$ cat src/rtl/camera_pkg.sv
// Shared types and constants for the DVP frame capture block: FSM states,
// frame-size helper and the byte lane order of a packed RAM word.
`timescale 1ns/1ps
package camera_pkg;

  typedef enum logic [2:0] {
    IDLE,
    GUARD,
    ARM,
    CAPTURE,
    DONE
  } state_t;

  localparam int unsigned H_BYTES_DEFAULT = 640;
  localparam int unsigned V_LINES_DEFAULT = 240;

  // Byte lanes of a RAM word: first byte of a pixel sits in the high half of its 16-bit slot.
  localparam int unsigned LANE_B0 = 1;
  localparam int unsigned LANE_B1 = 0;
  localparam int unsigned LANE_B2 = 3;
  localparam int unsigned LANE_B3 = 2;

  function automatic int unsigned frame_words(input int unsigned h_bytes,
                                              input int unsigned v_lines);
    return (h_bytes * v_lines) / 4;
  endfunction

  localparam int unsigned FRAME_WORDS = frame_words(H_BYTES_DEFAULT, V_LINES_DEFAULT);

  function automatic logic [31:0] pack_word(input logic [7:0] b0, input logic [7:0] b1,
                                            input logic [7:0] b2, input logic [7:0] b3);
    logic [31:0] w;
    w = '0;
    w[8*LANE_B0 +: 8] = b0;
    w[8*LANE_B1 +: 8] = b1;
    w[8*LANE_B2 +: 8] = b2;
    w[8*LANE_B3 +: 8] = b3;
    return w;
  endfunction

endpackage

$ cat src/rtl/camera_dvp_capture_if.sv
// DVP pixel bus, bridge request handshake and frame-RAM write port of camera_dvp_capture.
// master = camera/bridge/RAM side, slave = the capture block.
`timescale 1ns/1ps
interface camera_dvp_capture_if #(
  parameter int unsigned ADDR_W = 16
);

  logic              CAM_PCLK;
  logic              CAM_VSYNC;
  logic              CAM_HREF;
  logic [7:0]        CAM_DATA;
  logic              DATA_VALID;
  logic              DATA_READY;
  logic              RAM_WE;
  logic [ADDR_W-1:0] RAM_WADDR;
  logic [31:0]       RAM_WDATA;
  logic              FRAME_ERR;

  modport master (
    output CAM_PCLK, CAM_VSYNC, CAM_HREF, CAM_DATA, DATA_VALID,
    input  DATA_READY, RAM_WE, RAM_WADDR, RAM_WDATA, FRAME_ERR
  );

  modport slave (
    input  CAM_PCLK, CAM_VSYNC, CAM_HREF, CAM_DATA, DATA_VALID,
    output DATA_READY, RAM_WE, RAM_WADDR, RAM_WDATA, FRAME_ERR
  );

endinterface

$ cat src/rtl/cam_sync.sv
// Two-flop synchroniser for a W-bit bundle plus one history flop on the
// EDGE_W most significant bits, so callers can detect edges on them.
`timescale 1ns/1ps
module cam_sync #(
  parameter int unsigned W      = 1,
  parameter int unsigned EDGE_W = 1
) (
  input  logic              clk,
  input  logic              rst_n,
  input  logic [W-1:0]      d,
  output logic [W-1:0]      sync,
  output logic [EDGE_W-1:0] hist
);

  logic [W-1:0] meta;

  always_ff @(posedge clk or negedge rst_n) begin
    if (!rst_n) begin
      meta <= '0;
      sync <= '0;
      hist <= '0;
    end else begin
      // NOTE: non-blocking so each stage takes its neighbour's pre-edge value.
      meta <= d;
      sync <= meta;
      hist <= sync[W-1 -: EDGE_W];
    end
  end

endmodule

$ cat src/rtl/camera_dvp_capture.sv
// Captures one DVP frame into the frame RAM on request from the bridge.
// Optional macro CAM_SIZE_CHECK_EN builds the early-end/overflow FRAME_ERR logic.
`timescale 1ns/1ps
module camera_dvp_capture
  import camera_pkg::*;
#(
  parameter int unsigned H_BYTES = H_BYTES_DEFAULT,
  parameter int unsigned V_LINES = V_LINES_DEFAULT,
  parameter int unsigned ADDR_W  = 16
) (
  input  logic                HCLK,
  input  logic                HRESETn,
  camera_dvp_capture_if.slave bus
);

  localparam int unsigned     WORDS     = frame_words(H_BYTES, V_LINES);
  localparam logic [ADDR_W-1:0] LAST_ADDR = ADDR_W'(WORDS - 1);

  // Pixel bus: {PCLK, VSYNC, HREF, DATA}, edge history on PCLK and VSYNC.
  logic [10:0] sync_bus;
  logic [1:0]  edge_hist;

  cam_sync #(.W(11), .EDGE_W(2)) u_sync (
    .clk   (HCLK),
    .rst_n (HRESETn),
    .d     ({bus.CAM_PCLK, bus.CAM_VSYNC, bus.CAM_HREF, bus.CAM_DATA}),
    .sync  (sync_bus),
    .hist  (edge_hist)
  );

  logic       pclk_rise, vsync_fall, vsync_rise, byte_strobe;
  logic       vsync_s, href_s;
  logic [7:0] data_s;

  assign vsync_s     = sync_bus[9];
  assign href_s      = sync_bus[8];
  assign data_s      = sync_bus[7:0];
  assign pclk_rise   = sync_bus[10] & ~edge_hist[1];
  assign vsync_fall  = ~vsync_s & edge_hist[0];
  assign vsync_rise  = vsync_s & ~edge_hist[0];
  assign byte_strobe = pclk_rise & href_s;

  state_t            state, state_next;
  logic [1:0]        byte_cnt;
  logic [23:0]       shift;
  logic              ram_we;
  logic [ADDR_W-1:0] ram_waddr;
  logic [31:0]       ram_wdata;
  logic              last_written, word_done;

  assign last_written = ram_we && (ram_waddr == LAST_ADDR);

  always_ff @(posedge HCLK or negedge HRESETn) begin
    if (!HRESETn) state <= IDLE;
    else          state <= state_next;
  end

  always_comb begin
    // NOTE: default first, so no branch leaves state_next unassigned and no latch is inferred.
    state_next = state;
    case (state)
      IDLE:    if (bus.DATA_VALID) state_next = ARM;
      GUARD:   state_next = IDLE;
      ARM:     if (!bus.DATA_VALID) state_next = IDLE;
               else if (vsync_fall)  state_next = CAPTURE;
      CAPTURE: if (!bus.DATA_VALID) state_next = IDLE;
               else if (vsync_rise || last_written) state_next = DONE;
      DONE:    state_next = GUARD;
      default: state_next = IDLE;
    endcase
  end

  // A word is only committed while the capture continues; partial words on exit are dropped.
  assign word_done = (state == CAPTURE) && (state_next == CAPTURE) &&
                     byte_strobe && (byte_cnt == 2'd3);

  always_ff @(posedge HCLK or negedge HRESETn) begin
    if (!HRESETn) begin
      byte_cnt  <= '0;
      shift     <= '0;
      ram_we    <= 1'b0;
      ram_waddr <= '0;
      ram_wdata <= '0;
    end else begin
      ram_we <= word_done;
      if (word_done)
        ram_wdata <= pack_word(shift[23:16], shift[15:8], shift[7:0], data_s);

      if (state != CAPTURE || state_next != CAPTURE) begin
        byte_cnt <= '0;
      end else if (byte_strobe) begin
        shift    <= {shift[15:0], data_s};
        byte_cnt <= byte_cnt + 2'd1;
      end

      // Address holds during the strobe, advances after it and saturates at the last word.
      if (state != CAPTURE)
        ram_waddr <= '0;
      else if (ram_we && ram_waddr != LAST_ADDR)
        ram_waddr <= ram_waddr + 1'b1;
    end
  end

  assign bus.DATA_READY = (state == DONE);
  assign bus.RAM_WE     = ram_we;
  assign bus.RAM_WADDR  = ram_waddr;
  assign bus.RAM_WDATA  = ram_wdata;

`ifdef CAM_SIZE_CHECK_EN
  logic frame_err, tail_watch;

  // After a complete frame, keep watching until VSYNC rises: any further byte is an overflow.
  always_ff @(posedge HCLK or negedge HRESETn) begin
    if (!HRESETn) begin
      frame_err  <= 1'b0;
      tail_watch <= 1'b0;
    end else if (state == IDLE && state_next == ARM) begin
      frame_err  <= 1'b0;
      tail_watch <= 1'b0;
    end else begin
      if (state == CAPTURE && state_next == DONE && !last_written)
        frame_err <= 1'b1;
      if (tail_watch && byte_strobe)
        frame_err <= 1'b1;

      if (state == CAPTURE && state_next == DONE && last_written && !vsync_s)
        tail_watch <= 1'b1;
      else if (vsync_s)
        tail_watch <= 1'b0;
    end
  end

  assign bus.FRAME_ERR = frame_err;
`else
  assign bus.FRAME_ERR = 1'b0;
`endif

endmodule

$ cat src/flat_wrapper.sv
// flat-port wrapper written by rule: the top's interface ports become plain ports
module camera_dvp_capture_flat import camera_pkg::*;
#(
  parameter int unsigned H_BYTES = H_BYTES_DEFAULT,
  parameter int unsigned V_LINES = V_LINES_DEFAULT,
  parameter int unsigned ADDR_W  = 16
)
  (HCLK, HRESETn, bus_CAM_PCLK, bus_CAM_VSYNC, bus_CAM_HREF, bus_CAM_DATA, bus_DATA_VALID, bus_DATA_READY, bus_RAM_WE, bus_RAM_WADDR, bus_RAM_WDATA, bus_FRAME_ERR);
  camera_dvp_capture_if #(.ADDR_W(ADDR_W)) bus_i ();
  input  logic HCLK;
  input  logic HRESETn;
  input wire logic [$bits(bus_i.CAM_PCLK)-1:0] bus_CAM_PCLK;
  input wire logic [$bits(bus_i.CAM_VSYNC)-1:0] bus_CAM_VSYNC;
  input wire logic [$bits(bus_i.CAM_HREF)-1:0] bus_CAM_HREF;
  input wire logic [$bits(bus_i.CAM_DATA)-1:0] bus_CAM_DATA;
  input wire logic [$bits(bus_i.DATA_VALID)-1:0] bus_DATA_VALID;
  output wire logic [$bits(bus_i.DATA_READY)-1:0] bus_DATA_READY;
  output wire logic [$bits(bus_i.RAM_WE)-1:0] bus_RAM_WE;
  output wire logic [$bits(bus_i.RAM_WADDR)-1:0] bus_RAM_WADDR;
  output wire logic [$bits(bus_i.RAM_WDATA)-1:0] bus_RAM_WDATA;
  output wire logic [$bits(bus_i.FRAME_ERR)-1:0] bus_FRAME_ERR;
  assign bus_i.CAM_PCLK = bus_CAM_PCLK;
  assign bus_i.CAM_VSYNC = bus_CAM_VSYNC;
  assign bus_i.CAM_HREF = bus_CAM_HREF;
  assign bus_i.CAM_DATA = bus_CAM_DATA;
  assign bus_i.DATA_VALID = bus_DATA_VALID;
  assign bus_DATA_READY = bus_i.DATA_READY;
  assign bus_RAM_WE = bus_i.RAM_WE;
  assign bus_RAM_WADDR = bus_i.RAM_WADDR;
  assign bus_RAM_WDATA = bus_i.RAM_WDATA;
  assign bus_FRAME_ERR = bus_i.FRAME_ERR;
  camera_dvp_capture #(.H_BYTES(H_BYTES), .V_LINES(V_LINES), .ADDR_W(ADDR_W)) u_core (.HCLK(HCLK), .HRESETn(HRESETn), .bus(bus_i));
endmodule
$ cat config.mk
export PLATFORM = sky130hd
export DESIGN_NAME = camera_dvp_capture_flat
export DESIGN_NICKNAME = d
export VERILOG_FILES = /design/src/rtl/camera_pkg.sv /design/src/rtl/camera_dvp_capture_if.sv /design/src/rtl/cam_sync.sv /design/src/rtl/camera_dvp_capture.sv /design/src/flat_wrapper.sv
export SDC_FILE = /design/constraint.sdc
export NUM_CORES = 1
export LEC_CHECK = 0
export CAP_MARGIN = 20
export CORE_MARGIN = 2
export CORE_UTILIZATION = 40
export DETAILED_ROUTE_END_ITERATION = 16
export GPL_TIMING_DRIVEN = 0
export PLACE_DENSITY_LB_ADDON = 0.2
export SYNTH_ARGS = -nofsm -noshare
export SYNTH_HDL_FRONTEND = slang
export SYNTH_HIERARCHICAL = 1
export SYNTH_SLANG_ARGS = --single-unit
$ cat constraint.sdc
create_clock -name HCLK -period 2.5 [get_ports HCLK]
set_input_delay 0.75 -clock HCLK [delete_from_list [all_inputs] [get_ports HCLK]]
set_output_delay 0.75 -clock HCLK [all_outputs]
set_load 0.05 [all_outputs]
==> load_flow_metrics.sql <==
INSERT INTO impl_metrics (metric_group, metric, value, unit) VALUES
('run_status', 'status', 'finished clean', ''),
('power', 'irDropWorstVdd', '0.000321', 'V'),
('placement', 'globalplace.congestion', '0.835', ''),
('clock_network', 'clk_pin_slew_worst_paths', '0.11', 'ns'),
('global_route', 'gr-usage-all-layers', '0.149', ''),
('worst_setup_path', 'crit_buf_inv', '1', ''),
('synthesis', 'mappedNetlistArea', '4080', 'um2'),
('layout', 'final_nets', '368', ''),
('global_route', 'first_global_vias', '2472', ''),
('floorplanning', 'placement_rows', '36', ''),
('synthesis', 'netlist-cell-type-count', '43', ''),
('clock_network', 'cts_inserted_buffers', '9', ''),
('clock_network', 'depth_of_the_cts_h_tree', '3', ''),
('clock_network', 'clock_buffer_depth', '2', ''),
('global_route', 'grt_start_max_net_pins', '57', ''),
('placement', 'dpl.hpwl', '5.14', 'mm'),
('sta', 'maxClockFrequency', '411', 'MHz'),
('routing', 'routedWlPerCell', '15.8', 'um'),
('global_route', 'grt_first_pass_wirelength', '12.9', 'mm'),
('worst_setup_path', 'critical-path-top-delay-family', 'buffers and inverters', ''),
('sta', 'unrepaired_setup_endpoints_after_global_routing', 'no', ''),
('floorplanning', 'design.core.area', '9820', 'um2'),
('synthesis', 'post_syn_nets', '290', ''),
('worst_setup_path', 'timing.critical_path.slowest_cell_delay', '0.84', 'ns'),
('layout', 'layout-drive-gt1-share', '0.246', ''),
('sta', 'finalSetupViolations', '0', ''),
('synthesis', 'netlist.top_cell.by_area', 'dfrtp_1', ''),
('layout', 'syn_to_final_growth', '26.0', '%'),
('clock_network', 'root_buffer_cell', 'clkbuf_8', ''),
('synthesis', 'yosysMostFrequentCell', 'dfrtp_1', ''),
('layout', 'antenna_cells_inserted', '0', ''),
('power', 'p_leak', '2.33', 'nW'),
('layout', 'post-route-cell-area', '5140', 'um2'),
('synthesis', 'syn-mean-instance-area', '14.9', 'um2'),
('routing', 'final_wirelength', '7.73', 'mm'),
('routing', 'dr.first_iter.drc_count', '148', ''),
('synthesis', 'synth.yosys.warnings', '6', ''),
('sta', 'post-route-period-util', '0.974', ''),
('synthesis', 'synth-edff-count', '0', ''),
('layout', 'num-fill-cells', '874', ''),
('placement', 'place.port_buffers', '63', ''),
('floorplanning', 'floorplan.initialDensity', '0.416', ''),
('synthesis', 'largest_cells_by_area_after_synthesis', 'dfrtp_1 63%, mux2_4 11%, mux2_2 7.2%', ''),
('synthesis', 'ys.flop_type', 'dfrtp_1', ''),
('floorplanning', 'io_pins', '65', ''),
('floorplanning', 'die_area', '11000', 'um2'),
('worst_setup_path', 'path_class', 'reg2out', ''),
('global_route', 'globalRoute.totalOverflow', '0', ''),
('synthesis', 'postSynthCellCount', '274', ''),
('layout', 'layout.area.seq', '2550', 'um2'),
('synthesis', 'synth_seq_cells', '102', ''),
('routing', 'post_drt_via_cell_ratio', '5.03', ''),
('sta', 'timing.final.hold_violations', '0', ''),
('clock_network', 'insertion_delay', '0.37', 'ns'),
('sta', 'finalClockSkew', '0.0156', 'ns'),
('layout', 'finalNonFillerCells', '490', ''),
('routing', 'postRouteAntennaNets', '0', ''),
('floorplanning', 'die_x', '105', 'um'),
('routing', 'vias', '2463', ''),
('placement', 'placement.cell_area', '4900', 'um2'),
('worst_setup_path', 'worstPathRequired', '1.75', 'ns'),
('synthesis', 'seq_area_frac_synth', '0.625', ''),
('placement', 'placedCellCount', '471', ''),
('routing', 'drc', '0', ''),
('sta', 'timing_worst_slew_pin_value', '0.736', 'ns'),
('flow_run', 'drv.max_cap_violation_count', '0', ''),
('sta', 'max_slew_margin', '0.509', ''),
('global_route', 'initial_antenna_violation_count', '0', ''),
('worst_setup_path', 'start_kind', 'flop', ''),
('synthesis', 'async_flop_share', '1.00', ''),
('layout', 'multiInputGateArea', '1440', 'um2');
logic make-up (layout without fill, tap and decap cells):
family,count (synthesis),in the layout,synth area share
compound gates,36,36,0.0604
xor+xnor,2,2,0.00429
fa+ha+maj,2,2,0.00613
buf+inv,11,94,0.0211
flops,102,102,0.625
mux,57,57,0.184
other cells,1,1,0.000919
simple gates,63,63,0.0975
path summary, 6_finish.rpt:
kind | from | to | slack (ns) | depth (start not counted)
hold reg to reg | u_core/u_sync/meta[7] | u_core/u_sync/sync[7] | 0.36 | 0
max in group asynchronous | HRESETn | u_core/bus.RAM_WDATA[9] | 1.38 | 2
setup / recovery | u_core/bus.RAM_WADDR[4] | bus_RAM_WADDR[4] | 0.06 | 1
hold / removal | u_core/u_sync/meta[7] | u_core/u_sync/sync[7] | 0.36 | 0
min in group asynchronous | HRESETn | u_core/bus.RAM_WADDR[9] | 0.44 | 1
setup reg to reg | u_core/bus.RAM_WADDR[0] | u_core/bus.RAM_WDATA[15] | 0.23 | 8
metal layers:
layer,vias up,GRT usage,share of wire
li1,1153,-,-
met1,1260,0.212,0.48
met2,43,0.222,0.47
met3,7,0.0443,0.041
met4,0,0.0429,0.011
met5,-,0,0
power breakdown:
part / leakage (nW) / total (W) / internal, W / switching, W
Clock: 0.106 / 0.00105 / 0.000405 / 0.000645
Combinational: 0.854 / 0.0000818 / 0.0000338 / 0.0000480
Sequential: 1.37 / 0.00169 / 0.00168 / 0.0000141
Total: 2.33 / 0.00282 / 0.00211 / 0.000707
cell type report:
| class | instances | share of cell area |
|---|---|---|
| sequential | 102 | 0.496 |
| multi-input combinational | 161 | 0.281 |
| timing repair buffer | 67 | 0.133 |
| clock buffer | 9 | 0.0241 |
| tap | 133 | 0.0323 |
| clock inverter | 7 | 0.0173 |
| buffer | 11 | 0.0168 |
stage by stage:
stage / util / hold slack (ns) / setup slack (ns) / total power (W) / setup TNS (ns)
floorplan: - / 0.331 / 0.0998 / 0.00174 / 0
global placement: 0.497 / 0.332 / -3.18 / 0.00180 / -329.67
detailed placement: 0.499 / 0.336 / -0.244 / 0.00181 / -7.20
CTS: 0.521 / 0.359 / 0.0307 / 0.00288 / 0
global route: 0.524 / 0.373 / 0.000352 / 0.00297 / 0
finish: 0.524 / 0.357 / 0.0645 / 0.00282 / 0
state kept, by name, summed over array words and instances (netlist names):
signal	flops
u_core/bus.RAM_WADDR	16
u_core/u_sync/meta	11
u_core/bus.RAM_WDATA	32
u_core/shift	24
u_core/state	3
u_core/u_sync/hist	2
u_core/byte_cnt	2
u_core/bus.RAM_WE	1
u_core/u_sync/sync	11
placed cells by master (no fill, tap or decap), types with 3 or more instances in the layout:
cell	instances
buf_6	5
clkbuf_1	3
nand2_1	12
a21oi_1	12
or3_1	5
mux2_4	30
nor2_1	3
o21ai_0	7
dfrtp_1	102
dlymetal6s2s_1	3
o31ai_1	5
or4_1	7
buf_4	6
nand4_1	4
nand2b_1	4
clkbuf_8	9
clkdlybuf4s50_1	57
mux2_2	26
clkinv_8	3
nand3_1	11
what timing repair did:
action | CTS | global route
gates cloned | 0 | 0
hold buffers | 0 | 0
setup endpoints to repair | 2 | 17
hold endpoints to repair | 0 | 0
pin swaps | 0 | 1
buffers inserted | 0 | 3
gates resized for setup | 2 | 3
Power figures use the tool's default switching activity.
